[config.mk]
export PLATFORM = sky130hd
export DESIGN_NAME = vote_result_reader_flat
export DESIGN_NICKNAME = d
export VERILOG_FILES = /design/src/rtl/vote_result_reader_if.sv /design/src/rtl/vote_result_reader.sv /design/src/flat_wrapper.sv
export SDC_FILE = /design/constraint.sdc
export NUM_CORES = 1
export LEC_CHECK = 0
export ABC_CLOCK_PERIOD_IN_PS = 4600
export BUFFER_PORTS_ARGS = -buffer_cell sky130_fd_sc_hd__buf_2
export CAP_MARGIN = 40
export CORE_UTILIZATION = 30
export CTS_BUF_LIST = sky130_fd_sc_hd__clkbuf_4 sky130_fd_sc_hd__clkbuf_8
export CTS_CLUSTER_SIZE = 40
export DETAILED_ROUTE_END_ITERATION = 8
export GPL_TIMING_DRIVEN = 0
export RECOVER_POWER = 25
export SLEW_MARGIN = 20
export SYNTH_ARGS = -nofsm -noshare
export SYNTH_HDL_FRONTEND = slang
export SYNTH_SLANG_ARGS = --single-unit
[constraint.sdc]
create_clock -name clock -period 4.6 [get_ports clock]
set_input_delay 0.46 -clock clock [delete_from_list [all_inputs] [get_ports clock]]
set_output_delay 0.46 -clock clock [all_outputs]
set_load 0.02 [all_outputs]
[src/rtl/vote_result_reader_if.sv]
// Readout stream between the vote result reader and the display/host side.
// Master presents beats with out_valid; slave accepts them with out_ready.
interface vote_result_reader_if #(
  parameter int WIDTH = 8
);
  logic             out_valid;
  logic             out_ready;
  logic [WIDTH-1:0] out_data;
  logic [1:0]       out_cand;
  logic             out_last;

  modport master (
    output out_valid, out_data, out_cand, out_last,
    input  out_ready
  );

  modport slave (
    input  out_valid, out_data, out_cand, out_last,
    output out_ready
  );
endinterface

[src/rtl/vote_result_reader.sv]
// Snapshots four candidate tallies on request and streams them out one beat per cycle,
// tracking the winner (lowest index on ties) and a tie flag; stalls hold the beat, mode=0 aborts.
module vote_result_reader #(
  parameter int WIDTH = 8
) (
  input  logic                 clock,
  input  logic                 reset,
  input  logic                 mode,
  input  logic                 read_req,
  input  logic [WIDTH-1:0]     cand_vote_recvd0,
  input  logic [WIDTH-1:0]     cand_vote_recvd1,
  input  logic [WIDTH-1:0]     cand_vote_recvd2,
  input  logic [WIDTH-1:0]     cand_vote_recvd3,
  vote_result_reader_if.master out_if,
  output logic                 busy,
  output logic [1:0]           winner,
  output logic                 tie,
  output logic                 winner_valid
);

  typedef enum logic {IDLE = 1'b0, SEND = 1'b1} state_t;

  state_t           state_q, state_d;
  logic [WIDTH-1:0] snap_q [4];
  logic [WIDTH-1:0] snap_d [4];
  logic [1:0]       beat_q, beat_d;
  logic [WIDTH-1:0] max_q, max_d;
  logic [1:0]       win_q, win_d;
  logic             tie_r_q, tie_r_d;
  logic [1:0]       winner_q, winner_d;
  logic             tie_q, tie_d;
  logic             wv_q, wv_d;

  logic [WIDTH-1:0] cur_data;
  logic             send_vld;
  logic [WIDTH-1:0] upd_max;
  logic [1:0]       upd_win;
  logic             upd_tie;

  assign send_vld = (state_q == SEND);
  assign cur_data = snap_q[beat_q];

  // Beat 0 seeds the running max unconditionally so an all-zero first tally is not a tie.
  always_comb begin
    upd_max = max_q;
    upd_win = win_q;
    upd_tie = tie_r_q;
    if ((beat_q == 2'd0) || (cur_data > max_q)) begin
      upd_max = cur_data;
      upd_win = beat_q;
      upd_tie = 1'b0;
    end else if (cur_data == max_q) begin
      upd_tie = 1'b1;
    end
  end

  always_comb begin
    state_d  = state_q;
    snap_d   = snap_q;
    beat_d   = beat_q;
    max_d    = max_q;
    win_d    = win_q;
    tie_r_d  = tie_r_q;
    winner_d = winner_q;
    tie_d    = tie_q;
    wv_d     = wv_q;
    case (state_q)
      IDLE: begin
        if (mode && read_req) begin
          snap_d[0] = cand_vote_recvd0;
          snap_d[1] = cand_vote_recvd1;
          snap_d[2] = cand_vote_recvd2;
          snap_d[3] = cand_vote_recvd3;
          beat_d    = 2'd0;
          max_d     = '0;
          win_d     = 2'd0;
          tie_r_d   = 1'b0;
          winner_d  = 2'd0;
          tie_d     = 1'b0;
          wv_d      = 1'b0;
          state_d   = SEND;
        end else if (!mode) begin
          wv_d = 1'b0;
        end
      end
      SEND: begin
        if (!mode) begin
          wv_d    = 1'b0;
          state_d = IDLE;
        end else if (out_if.out_ready) begin
          max_d   = upd_max;
          win_d   = upd_win;
          tie_r_d = upd_tie;
          if (beat_q == 2'd3) begin
            winner_d = upd_win;
            tie_d    = upd_tie;
            wv_d     = 1'b1;
            state_d  = IDLE;
          end else begin
            beat_d = beat_q + 2'd1;
          end
        end
      end
      default: state_d = IDLE;
    endcase
  end

  always_ff @(posedge clock or negedge reset) begin
    if (!reset) begin
      state_q  <= IDLE;
      snap_q   <= '{default: '0};
      beat_q   <= 2'd0;
      max_q    <= '0;
      win_q    <= 2'd0;
      tie_r_q  <= 1'b0;
      winner_q <= 2'd0;
      tie_q    <= 1'b0;
      wv_q     <= 1'b0;
    end else begin
      state_q  <= state_d;
      snap_q   <= snap_d;
      beat_q   <= beat_d;
      max_q    <= max_d;
      win_q    <= win_d;
      tie_r_q  <= tie_r_d;
      winner_q <= winner_d;
      tie_q    <= tie_d;
      wv_q     <= wv_d;
    end
  end

  assign out_if.out_valid = send_vld;
  assign out_if.out_data  = send_vld ? cur_data : '0;
  assign out_if.out_cand  = send_vld ? beat_q : 2'd0;
  assign out_if.out_last  = send_vld && (beat_q == 2'd3);
  assign busy             = send_vld;
  assign winner           = winner_q;
  assign tie              = tie_q;
  assign winner_valid     = wv_q;

endmodule

[src/flat_wrapper.sv]
// flat-port wrapper written by rule: the top's interface ports become plain ports
module vote_result_reader_flat 
#(
  parameter int WIDTH = 8
)
  (clock, reset, mode, read_req, cand_vote_recvd0, cand_vote_recvd1, cand_vote_recvd2, cand_vote_recvd3, busy, winner, tie, winner_valid, out_if_out_valid, out_if_out_data, out_if_out_cand, out_if_out_last, out_if_out_ready);
  vote_result_reader_if #(.WIDTH(WIDTH)) out_if_i ();
  input  logic clock;
  input  logic reset;
  input  logic mode;
  input  logic read_req;
  input  logic [WIDTH-1:0] cand_vote_recvd0;
  input  logic [WIDTH-1:0] cand_vote_recvd1;
  input  logic [WIDTH-1:0] cand_vote_recvd2;
  input  logic [WIDTH-1:0] cand_vote_recvd3;
  output logic busy;
  output logic [1:0] winner;
  output logic tie;
  output logic winner_valid;
  output wire logic [$bits(out_if_i.out_valid)-1:0] out_if_out_valid;
  output wire logic [$bits(out_if_i.out_data)-1:0] out_if_out_data;
  output wire logic [$bits(out_if_i.out_cand)-1:0] out_if_out_cand;
  output wire logic [$bits(out_if_i.out_last)-1:0] out_if_out_last;
  input wire logic [$bits(out_if_i.out_ready)-1:0] out_if_out_ready;
  assign out_if_out_valid = out_if_i.out_valid;
  assign out_if_out_data = out_if_i.out_data;
  assign out_if_out_cand = out_if_i.out_cand;
  assign out_if_out_last = out_if_i.out_last;
  assign out_if_i.out_ready = out_if_out_ready;
  vote_result_reader #(.WIDTH(WIDTH)) u_core (.clock(clock), .reset(reset), .mode(mode), .read_req(read_req), .cand_vote_recvd0(cand_vote_recvd0), .cand_vote_recvd1(cand_vote_recvd1), .cand_vote_recvd2(cand_vote_recvd2), .cand_vote_recvd3(cand_vote_recvd3), .out_if(out_if_i), .busy(busy), .winner(winner), .tie(tie), .winner_valid(winner_valid));
endmodule
==> metrics.md, run 1 <==
| Metric | Value |
|---|---|
| Outcome | finished with violations |
| Failing checks | capacitance limit, slew limit |
| Post-synth top cells | dfrtp_1 (50), mux2_2 (32), and2_1 (13), inv_1 (12), ha_1 (10) |
| Reg2reg end | u_core.winner[1] |
| Least-Margin Pin Slew | roughly 2.7 ns |
| DR iter-0 viols | 41 |
| Endpoints failing setup | 0 |
| Vias per inst | between 4 and 5 |
| Post-DP HPWL | a little over 4000 µm |
| Critical Path, Cell by Cell | clkbuf_1 -> mux4_2 -> ha_1 -> and3_4 -> nand3_1 -> a2bb2oi_1 -> a21oi_1 -> a311o_1 |
| Syn Nets | about 250 |
| Yosys top cell by area | dfrtp_1 |
| Mean Syn Cell Area | 12.79 µm² |
| Power share of the combinational group | between 30% and 40% |
| Clock tree from TritonCTS | built |
| Total power | ~1.3 mW |
| Total grt overflow | 0 |
| Clock-pin transition on the worst setup and hold timing paths | 0.09 ns |
| Vias in the first global route | 1767 |
| Worst hold path type | in2reg |
| PostCTS Resize Cnt | 0 |
| Post-CTS repair timing setup buffer count | 0 |
| Worst Path Max Fanout | 10 |
| Final design utilization | 36.98% |
| Cell family with most CP delay | compound AO/OA/AOI/OAI gates |
| FF-to-FF Start | u_core.beat_q[1] |
| Longest Clk Path Bufs | 2 |
| Largest net degree at the start of global routing | 51 |
| Required @ worst endpoint | 4.78 ns |
| Worst skew pair latency | approximately 0.30 ns |
| Setup crit start | u_core.beat_q[1] |
| Final hold slack | between 0.3 and 0.4 ns |
| CP peak stage delay | roughly 0.6 ns |
| Root buffer cell | clkbuf_8 |
| DRC viols | 0 |
| Post-synth top flop | dfrtp_1 |
| CP Class | reg2reg |
| Worst path slowest cell | clkbuf_1 |
| IO Pins | 54 |
| YS warnings | 0 |
| Detail Route Antenna Nets | 0 |
| Area growth from synthesis to layout | 19.37% |
| Unrepaired setup endpoints after global routing | false |
| Cts hold-fix bufs | 0 |
| Reg power frac | a little over two fifths |
| Die area | around 8800 µm² |
| CTS Sinks | 50 |
| Number of synthesized flops with an enable pin | 0 |
| Pwr dens | ~430 nW/µm² |
| Internal | about 0.86 mW |
| CTS Buf Count | 5 |
| Clock skew | slightly above 0.007 ns |
| Avg WL per Cell | about 16 µm |
| Clock group share of total power | a little over a fifth |
| Share of the yosys chip area belonging to registers | 49.41% |
| GR Util All Layers | between 10% and 20% |
| Crit path to | u_core.winner[1] |
| Max Cap Violations | 1 |
| First-pass GRT wire length | roughly 9100 µm |
| Share of layout cells above drive strength 1 | about 44% |
| Post-layout min period | about 3.1 ns |
| Stages on the worst setup path | 8 |
| P_sw | about 0.43 mW |
| Post-synth top area share | 49.41% |
| Worst r2r path cells | 8 |
| Final hold violations | 0 |
| FMAX | 0.3183 GHz |
| Initial DRT Pass Iterations | 4 |
| #FFs+latches synth | 50 |
| Layout net count | around 300 |
| Initial Util | a little under a third |
| Peak VDD IR | about 200 µV |
| Worst Setup End Kind | register |
| Mapped Area | about 2500 µm² |
| Gpl congestion | 0.8132 |
| Switching Share | 33.35% |
| Slew headroom | -82.17% |
| Worst reg-to-reg setup slack | roughly 1.5 ns |
| Setup_tns | 0 ns |
| Row cnt | 33 |
| I/O Buffers | 53 |
| Cell with the most instances after synthesis | dfrtp_1 |
| Buf/Inv on CP | 1 |
| DRT Wirelength | approximately 5600 µm |
| Worst setup SP type | register |
| Core Area | 8175 µm² |
| Post-Syn Instances | 198 |
| Initial antenna violation count | 0 |
| Data arrival, critical path | 3.33 ns |
| Vias | 1788 |
| H-Tree Depth | 2 |
| Die width | 93.88 µm |
| Ant. Diodes | 0 |
| Period utilization | between 60% and 70% |
| Synth area leaders | dfrtp_1 (49%), mux2_2 (14%), mux4_2 (7.1%), ha_1 (4.9%), and2_1 (3.2%) |
| Synth async-reset ratio | 100.0% |
| Count of cell types in the netlist | 38 |
| Fin. max-slew vios | 51 |
| Pleak | 1.375 nW |
| Die height | roughly 94 µm |
[layout make-up]
class	count	area, µm²
clock buffers	6	82.58
repair buffers	53	264.0
plain buffers	8	40.04
well taps	105	131.4
fillers	850	5152
clock inverters	2	12.51
inverters	12	45.04
flip-flops and latches	50	1251
multi-input cells	128	1196
[cells by family after synthesis]
logic type,synth area share [%]
buffers and inverters,3.360
multiplexers,21.74
AND/OR/NAND/NOR,9.734
adder cells (fa/ha/maj),4.941
AO/OA/AOI/OAI,10.82
flip-flops,49.41
[placed cells by master (no fill, tap or decap), types with 3 or more instances in the layout]
cell	Yosys	layout
dfrtp_1	50	50
clkbuf_1	2	3
mux4_2	8	8
a21oi_1	6	6
inv_1	12	12
a22o_1	8	8
nor2_1	5	5
clkbuf_8	0	6
and2_1	13	13
nand3_1	3	3
mux2_2	32	32
o21ai_0	6	6
buf_2	5	57
nand2_1	8	8
ha_1	10	10
[state kept, by name, indices dropped and copies added, names as in the netlist]
name,flops
u_core.snap_q,32
u_core.max_q,8
u_core.beat_q,2
u_core.win_q,2
u_core.winner,2
u_core.busy,1
u_core.tie,1
u_core.tie_r_q,1
u_core.winner_valid,1
[routing by layer]
metal  track usage, %  up-vias  routed length (µm)
met4            4.103        0                  49
met1            18.48      900                2675
li1                 -      842                   -
met3            3.074        4                 258
met2            21.96       42                2666
met5                0        -                   0
[per-stage QoR]
stage	instances	area, µm²	worst slack (ns)
after floorplan	198	2532	1.900
after global placement	356	2929	1.546
after detailed placement	356	2932	1.486
after CTS	364	3027	1.458
after global routing	364	3023	1.266
final	364	3023	1.458
[worst register-to-register path: stages, from the launching register on]
cell	delay, ns
dfrtp_1	0.39
clkbuf_1	0.59
mux4_2	0.45
ha_1	0.33
and3_4	0.20
nand3_1	0.15
a2bb2oi_1	0.45
a21oi_1	0.14
a311o_1	0.34
[worst min path at each step]
stage | startpoint | endpoint | slack [ns] | cells past startpoint
final | cand_vote_recvd1[6] | u_core.snap_q[22] | 0.38 | 2
after global routing | cand_vote_recvd3[1] | u_core.snap_q[1] | 0.38 | 2
after CTS | reset | u_core.snap_q[23] | 0.20 | 1
after detailed placement | u_core.tie | u_core.tie | 0.47 | 2
after global placement | u_core.tie | u_core.tie | 0.46 | 2
after floorplan | reset | u_core.beat_q[0] | 0.16 | 0
[power groups by stage]
stage / combinational [mW] / clock (mW) / sequential, mW
finish: 0.455 / 0.270 / 0.567
global route: 0.507 / 0.291 / 0.577
CTS: 0.462 / 0.276 / 0.567
detailed placement: 0.459 / 0 / 0.575
global placement: 0.449 / 0 / 0.572
floorplan: 0.348 / 0 / 0.562
Note: power is estimated with default switching activity, not from simulation.
==> inputs of run 2 (changes only) <==
--- a/config.mk
+++ b/config.mk
@@ -5,7 +5,7 @@
 export SDC_FILE = /design/constraint.sdc
 export NUM_CORES = 1
 export LEC_CHECK = 0
-export ABC_CLOCK_PERIOD_IN_PS = 4600
+export ABC_CLOCK_PERIOD_IN_PS = 2700
 export BUFFER_PORTS_ARGS = -buffer_cell sky130_fd_sc_hd__buf_2
 export CAP_MARGIN = 40
 export CORE_UTILIZATION = 30
==> constraint.sdc (replaced) <==
create_clock -name clock -period 2.7 [get_ports clock]
set_input_delay 0.27 -clock clock [delete_from_list [all_inputs] [get_ports clock]]
set_output_delay 0.27 -clock clock [all_outputs]
set_load 0.02 [all_outputs]
==> run 2 against run 1 <==
The flow now finishes without violations. Sequential share of layout area down 2.4 points. Register-to-register slack got worse by 1.4 ns. Clock power is 70% higher. Largest power group is now combinational logic. Flip-flop and latch count unchanged. Via count rose by 2.1%. Largest cell class is now multi-input gates. Non-clock buffer count is 10 higher. Routed wire length up 2.4%. Critical path type unchanged. Clock skew about the same. Critical path depth up 1.
==> metrics.md, run 2 (same netlist as run 1, synthesis figures left out) <==
| Metric | Value |
|---|---|
| Clock skew | 0.007569 ns (was 0.007077 ns) |
| Vias in the first global route | 1824 (was 1767) |
| Final hold slack | 0.1917 ns (was 0.3831 ns) |
| Critical Path, Cell by Cell | buf_12 -> mux4_2 -> ha_4 -> a21o_1 -> a211oi_4 -> buf_4 -> o2bb2ai_4 -> nor2_4 -> a311o_1 (was clkbuf_1 -> mux4_2 -> ha_1 -> and3_4 -> nand3_1 -> a2bb2oi_1 -> a21oi_1 -> a311o_1) |
| Worst Setup End Kind | register (unchanged) |
| Period utilization | 99.24% (was 68.30%) |
| Required @ worst endpoint | 2.89 ns (was 4.78 ns) |
| Die area | 8813 µm² (unchanged) |
| Worst skew pair latency | 0.30 ns (about the same) |
| Worst Path Max Fanout | 8 (was 10) |
| Layout net count | 315 (was 305) |
| Clock tree from TritonCTS | built (unchanged) |
| Ant. Diodes | 0 (unchanged) |
| Outcome | finished, final reports clean (was finished with violations) |
| Largest net degree at the start of global routing | 51 (unchanged) |
| Total grt overflow | 0 (unchanged) |
| CP peak stage delay | 0.56 ns (was 0.59 ns) |
| IO Pins | 54 (unchanged) |
| Area of the multi-input gates | 1275 µm² (was 1196 µm²) |
| Share of layout cells above drive strength 1 | 48.70% (was 44.02%) |
| Fin. max-slew vios | 0 (was 51) |
| Initial antenna violation count | 0 (unchanged) |
| Max Cap Violations | 0 (was 1) |
| DRT Wirelength | 5784 µm (was 5649 µm) |
| Top reg by flops | u_core.snap_q (unchanged) |
| Initial DRT Pass Iterations | 4 (unchanged) |
| Pwr dens | 745.0 nW/µm² (was 427.4 nW/µm²) |
| Top Registers | u_core.snap_q (32), u_core.max_q (8) (unchanged) |
| Post-layout min period | 2.679 ns (was 3.142 ns) |
| Post-route cell area | 3209 µm² (was 3023 µm²) |
| H-Tree Depth | 2 (unchanged) |
| Register area | 1251 µm² (unchanged) |
| Worst path slowest cell | mux4_2 (was clkbuf_1) |
| Slew headroom | 14.30% (was -82.17%) |
| Post-DP HPWL | 4096 µm (unchanged) |
| Endpoints failing setup | 0 (unchanged) |
| Worst hold path type | in2reg (unchanged) |
| Commonest non-fill, non-tap cell in the layout | buf_2 (unchanged) |
| Most frequent cells in the layout | buf_2 (56), dfrtp_1 (50), mux2_2 (32) (was buf_2 (57), dfrtp_1 (50), mux2_2 (32)) |
| Unrepaired setup endpoints after global routing | true (was false) |
| Root buffer cell | clkbuf_8 (unchanged) |
| Final hold violations | 0 (unchanged) |
| DR iter-0 viols | 65 (was 41) |
| CTS Sinks | 50 (unchanged) |
| Die width | 93.88 µm (unchanged) |
| Clock-pin transition on the worst setup and hold timing paths | 0.09 ns (about the same) |
| I/O Buffers | 53 (unchanged) |
| Fillers | 824 (was 850) |
| Max FFs per register | 32 (unchanged) |
| Placed Area | 2932 µm² (unchanged) |
| Peak VDD IR | 349.7 µV (was 196.0 µV) |
| Vias | 1825 (was 1788) |
| CTS Buf Count | 5 (unchanged) |
| GR Util All Layers | 14.02% (was 13.72%) |
| Vias per inst | 4.880 (was 4.912) |
| Core Area | 8175 µm² (unchanged) |
| Cell family with most CP delay | compound AO/OA/AOI/OAI gates (unchanged) |
| Row cnt | 33 (unchanged) |
| Least-Margin Pin Slew | 1.285 ns (was 2.733 ns) |
| Worst setup SP type | register (unchanged) |
| First-pass GRT wire length | 9321 µm (was 9094 µm) |
| Die height | 93.88 µm (unchanged) |
| Gpl congestion | 0.8132 (unchanged) |
| Area growth from synthesis to layout | 26.73% (was 19.37%) |
| Longest Clk Path Bufs | 2 (unchanged) |
| DRC viols | 0 (unchanged) |
| CP Class | reg2reg (unchanged) |
| Pleak | 1.450 nW (was 1.375 nW) |
| Buf/Inv on CP | 2 (was 1) |
| Avg WL per Cell | 15.47 µm (was 15.52 µm) |
| FMAX | 0.3732 GHz (was 0.3183 GHz) |
| Initial Util | 30.98% (unchanged) |
| Data arrival, critical path | 2.86 ns (was 3.33 ns) |
| Detail Route Antenna Nets | 0 (unchanged) |
-- run 2: worst paths after layout --
path | start | to | slack [ns] | cells past startpoint
max in group asynchronous | reset | u_core.snap_q[17] | 1.69 | 1
min in group asynchronous | reset | u_core.snap_q[7] | 0.23 | 1
worst min register to register | u_core.tie | u_core.tie | 0.48 | 2
worst max register to register | u_core.beat_q[0] | u_core.winner[1] | 0.02 | 9
worst min-delay path | cand_vote_recvd1[6] | u_core.snap_q[22] | 0.19 | 2
worst max-delay path | u_core.beat_q[0] | u_core.winner[1] | 0.02 | 9
-- run 2: cell type report --
cell class / count / share of cell area [%]
Buffer: 8 / 1.832
Clock buffer: 6 / 2.573
Clock inverter: 2 / 0.3899
Inverter: 12 / 1.404
Multi-Input combinational cell: 128 / 39.73
Sequential cell: 50 / 38.99
Tap cell: 105 / 4.094
Timing Repair Buffer: 63 / 10.99
-- run 2: report_power, final --
group	total, mW	internal (mW)	switching (mW)
combinational	0.966	0.488	0.478
clock	0.460	0.207	0.254
sequential	0.965	0.890	0.0747
-- run 2: per-stage QoR --
stage / util, % / setup WS, ns / power (mW) / cells / TNS (ns)
2_1_floorplan: - / 0.0001943 / 1.550 / 198 / 0
3_3_place_gp: 35.83 / -0.3536 / 1.740 / 356 / -4.128
5_1_grt: 39.26 / -0.05957 / 2.534 / 374 / -0.4292
4_1_cts: 38.05 / 0.005606 / 2.293 / 368 / 0
6_report: 39.26 / 0.02055 / 2.391 / 374 / 0
3_5_place_dp: 35.86 / -0.4143 / 1.762 / 356 / -5.143
-- run 2: metal layers --
layer | vias to the layer above | track usage, % | part of all wire [%]
li1 | 860 | - | -
met1 | 913 | 18.49 | 46
met2 | 48 | 22.99 | 49
met3 | 4 | 3.074 | 4.4
met4 | 0 | 4.103 | 0.85
met5 | - | 0 | 0
-- run 2: what timing repair did --
action | in CTS | in global routing
buffers inserted | 4 | 6
hold buffers | 0 | 0
setup endpoints to repair | 13 | 13
pin swaps | 2 | 2
gates resized for setup | 11 | 6
==> inputs of run 3 (changes only) <==
--- a/config.mk
+++ b/config.mk
@@ -14,6 +14,7 @@
 export DETAILED_ROUTE_END_ITERATION = 8
 export GPL_TIMING_DRIVEN = 0
 export RECOVER_POWER = 25
+export REMOVE_ABC_BUFFERS = 1
 export SLEW_MARGIN = 20
 export SYNTH_ARGS = -nofsm -noshare
 export SYNTH_HDL_FRONTEND = slang
==> run 3 against run 2 <==
Worst setup slack better by 0.018 ns. Flip-flop and latch count did not move. Count of clock-buffer cells in the layout rose by 1. Largest power group is now registers. Register-to-register slack improved by 0.02 ns. Fmax rose by 0.68%. Power rose by 4.6%. Highest routed layer unchanged. Critical endpoint is now u_core.max_q[2]. Routed wire length fell by 3.6%. Clock power is 18% higher. Hold slack improved by 0.0053 ns. Critical path type unchanged. Core utilization up 0.58 points. Design area grew 1.5%.
==> metrics.md, run 3 (same netlist as run 1, synthesis figures left out) <==
| Metric | Value |
|---|---|
| Unrepaired setup endpoints after global routing | true (unchanged) |
| CP peak stage delay | 0.53 ns (was 0.56 ns) |
| I/O Buffers | 53 (unchanged) |
| Worst setup SP type | register (unchanged) |
| FMAX | 0.3757 GHz (was 0.3732 GHz) |
| Top reg by flops | u_core.snap_q (unchanged) |
| Clock tree from TritonCTS | built (unchanged) |
| Ant. Diodes | 0 (unchanged) |
| Worst Path Max Fanout | 7 (was 8) |
| Worst path slowest cell | mux4_2 (unchanged) |
| Initial DRT Pass Iterations | 4 (unchanged) |
| Cell family with most CP delay | multiplexers (was compound AO/OA/AOI/OAI gates) |
| Die area | 8813 µm² (unchanged) |
| First-pass GRT wire length | 9280 µm (was 9321 µm) |
| Fillers | 823 (was 824) |
| Worst skew pair latency | 0.30 ns (about the same) |
| Gpl congestion | 0.7460 (was 0.8132) |
| Slew headroom | 17.29% (was 14.30%) |
| Most frequent cells in the layout | buf_2 (52), dfrtp_1 (48), mux2_2 (32) (was buf_2 (56), dfrtp_1 (50), mux2_2 (32)) |
| Final hold slack | 0.1970 ns (was 0.1917 ns) |
| Core Area | 8175 µm² (unchanged) |
| Pleak | 1.447 nW (was 1.450 nW) |
| Clock skew | 0.01668 ns (was 0.007569 ns) |
| Vias in the first global route | 1869 (was 1824) |
| Hold Crit Depth | 2 (unchanged) |
| Total grt overflow | 0 (unchanged) |
| Final hold violations | 0 (unchanged) |
| IO Pins | 54 (unchanged) |
| Reg2reg end | u_core.max_q[2] (was u_core.winner[1]) |
| Period utilization | 98.57% (was 99.24%) |
| Buf/Inv on CP | 2 (unchanged) |
| Cts hold-fix bufs | 0 (unchanged) |
| Area growth from synthesis to layout | 28.61% (was 26.73%) |
| Hold EP | u_core.snap_q[31] (was u_core.snap_q[22]) |
| Worst r2r path cells | 9 (unchanged) |
| Worst hold path type | in2reg (unchanged) |
| Clock-pin transition on the worst setup and hold timing paths | 0.10 ns (was 0.09 ns) |
| Avg WL per Cell | 15.02 µm (was 15.47 µm) |
| Initial Util | 30.98% (unchanged) |
| CTS Buf Count | 5 (unchanged) |
| Setup_tns | 0 ns (unchanged) |
| CP dominant cell by count | buf_4 |
| Longest Clk Path Bufs | 2 (unchanged) |
| Initial antenna violation count | 0 (unchanged) |
| Max Cap Violations | 0 (unchanged) |
| DRT Wirelength | 5573 µm (was 5784 µm) |
| CP Class | reg2reg (unchanged) |
| Die width | 93.88 µm (unchanged) |
| Pwr dens | 767.6 nW/µm² (was 745.0 nW/µm²) |
| Fin. max-slew vios | 0 (unchanged) |
| Hold_sp | cand_vote_recvd0[7] (was cand_vote_recvd1[6]) |
| Met1 Resource Use GR | 18.50% (was 18.49%) |
| Row cnt | 33 (unchanged) |
| Vias | 1787 (was 1825) |
| Setup crit start | u_core.beat_q[0] (unchanged) |
| Layout net count | 312 (was 315) |
| Root buffer cell | clkbuf_8 (unchanged) |
| Met3 Use GR | 2.994% (was 3.074%) |
| Critical Path, Cell by Cell | buf_4 -> mux4_2 -> ha_2 -> nand3_4 -> or2_4 -> a2bb2oi_4 -> o211ai_4 -> buf_4 -> a22o_1 (was buf_12 -> mux4_2 -> ha_4 -> a21o_1 -> a211oi_4 -> buf_4 -> o2bb2ai_4 -> nor2_4 -> a311o_1) |
| Outcome | finished, final reports clean (unchanged) |
| CTS Sinks | 50 (unchanged) |
| GR Util All Layers | 13.79% (was 14.02%) |
| H-Tree Depth | 2 (unchanged) |
| Post-DP HPWL | 3715 µm (was 4096 µm) |
| FF-to-FF Start | u_core.beat_q[0] (unchanged) |
| DR iter-0 viols | 45 (was 65) |
| Post-Place Worst Slack | -0.5183 ns (was -0.4143 ns) |
| Least-Margin Pin Slew | 1.241 ns (was 1.285 ns) |
| Layer with the highest usage | met2 (unchanged) |
| Top Registers | u_core.snap_q (32), u_core.max_q (8) (unchanged) |
| DRC viols | 0 (unchanged) |
| Worst reg-to-reg setup slack | 0.04 ns (was 0.02 ns) |
| Vias per inst | 4.817 (was 4.880) |
| Peak VDD IR | 407.4 µV (was 349.7 µV) |
| Worst setup margin | 0.03864 ns (was 0.02055 ns) |
| Post-layout min period | 2.661 ns (was 2.679 ns) |
| Required @ worst endpoint | 2.94 ns (was 2.89 ns) |
| Endpoints failing setup | 0 (unchanged) |
| Max FFs per register | 32 (unchanged) |
| Die height | 93.88 µm (unchanged) |
| Worst Setup End Kind | register (unchanged) |
| Detail Route Antenna Nets | 0 (unchanged) |
| Met2 Resource Use GR | 22.69% (was 22.99%) |
| Share of layout cells above drive strength 1 | 50.75% (was 48.70%) |
| Largest net degree at the start of global routing | 51 (unchanged) |
| Commonest non-fill, non-tap cell in the layout | buf_2 (unchanged) |
| Data arrival, critical path | 2.90 ns (was 2.86 ns) |
run 3: worst max path at each step:
stage | end | depth (start not counted)
2_1_floorplan | u_core.winner[0] | 7
3_3_place_gp | u_core.win_q[0] | 7
3_5_place_dp | u_core.max_q[3] | 7
4_1_cts | u_core.winner[0] | 8
5_1_grt | u_core.max_q[2] | 9
6_report | u_core.max_q[2] | 9
run 3: per-stage QoR:
stage | util [%] | total power, mW | area (µm²) | instances
after floorplan | - | 1.542 | 2492 | 190
after global placement | 35.34 | 1.726 | 2889 | 348
after detailed placement | 35.72 | 1.747 | 2920 | 349
after CTS | 38.71 | 2.411 | 3164 | 367
after global routing | 39.84 | 2.672 | 3257 | 371
final | 39.84 | 2.500 | 3257 | 371
run 3: timing repair:
item | 4_1_cts | 5_1_grt
endpoints found under the hold margin | 0 | 0
gates resized for setup | 11 | 11
setup buffers | 10 | 4
pin swaps | 3 | 13
setup endpoints to repair | 14 | 13
run 3: area by class of cell:
| type | count | area (µm²) | area share (%) |
|---|---|---|---|
| inverter | 12 | 45.04 | 1.383 |
| clock inverter | 1 | 30.03 | 0.9220 |
| timing repair buffer | 68 | 412.9 | 12.68 |
| multi-input combinational | 128 | 1297 | 39.84 |
| clock buffer | 7 | 83.83 | 2.574 |
| sequential | 50 | 1256 | 38.57 |
| tap | 105 | 131.4 | 4.034 |
run 3: power by group:
part / total, mW / switching, mW / internal [mW]
clock: 0.543 / 0.245 / 0.298
sequential: 0.987 / 0.0949 / 0.893
combinational: 0.969 / 0.470 / 0.499
total: 2.50 / 0.810 / 1.69
run 3: layer usage:
| metal | vias to the layer above | routed length, µm |
|---|---|---|
| met5 | - | 0 |
| met4 | 0 | 18 |
| met3 | 2 | 255 |
| met2 | 42 | 2685 |
| met1 | 889 | 2614 |
| li1 | 854 | - |
run 3: worst register-to-register path, stage by stage, from the launching register on:
cell	delay (ns)
dfrtp_4	0.51
buf_4	0.14
mux4_2	0.53
ha_2	0.37
nand3_4	0.12
or2_4	0.29
a2bb2oi_4	0.16
o211ai_4	0.20
buf_4	0.17
a22o_1	0.13
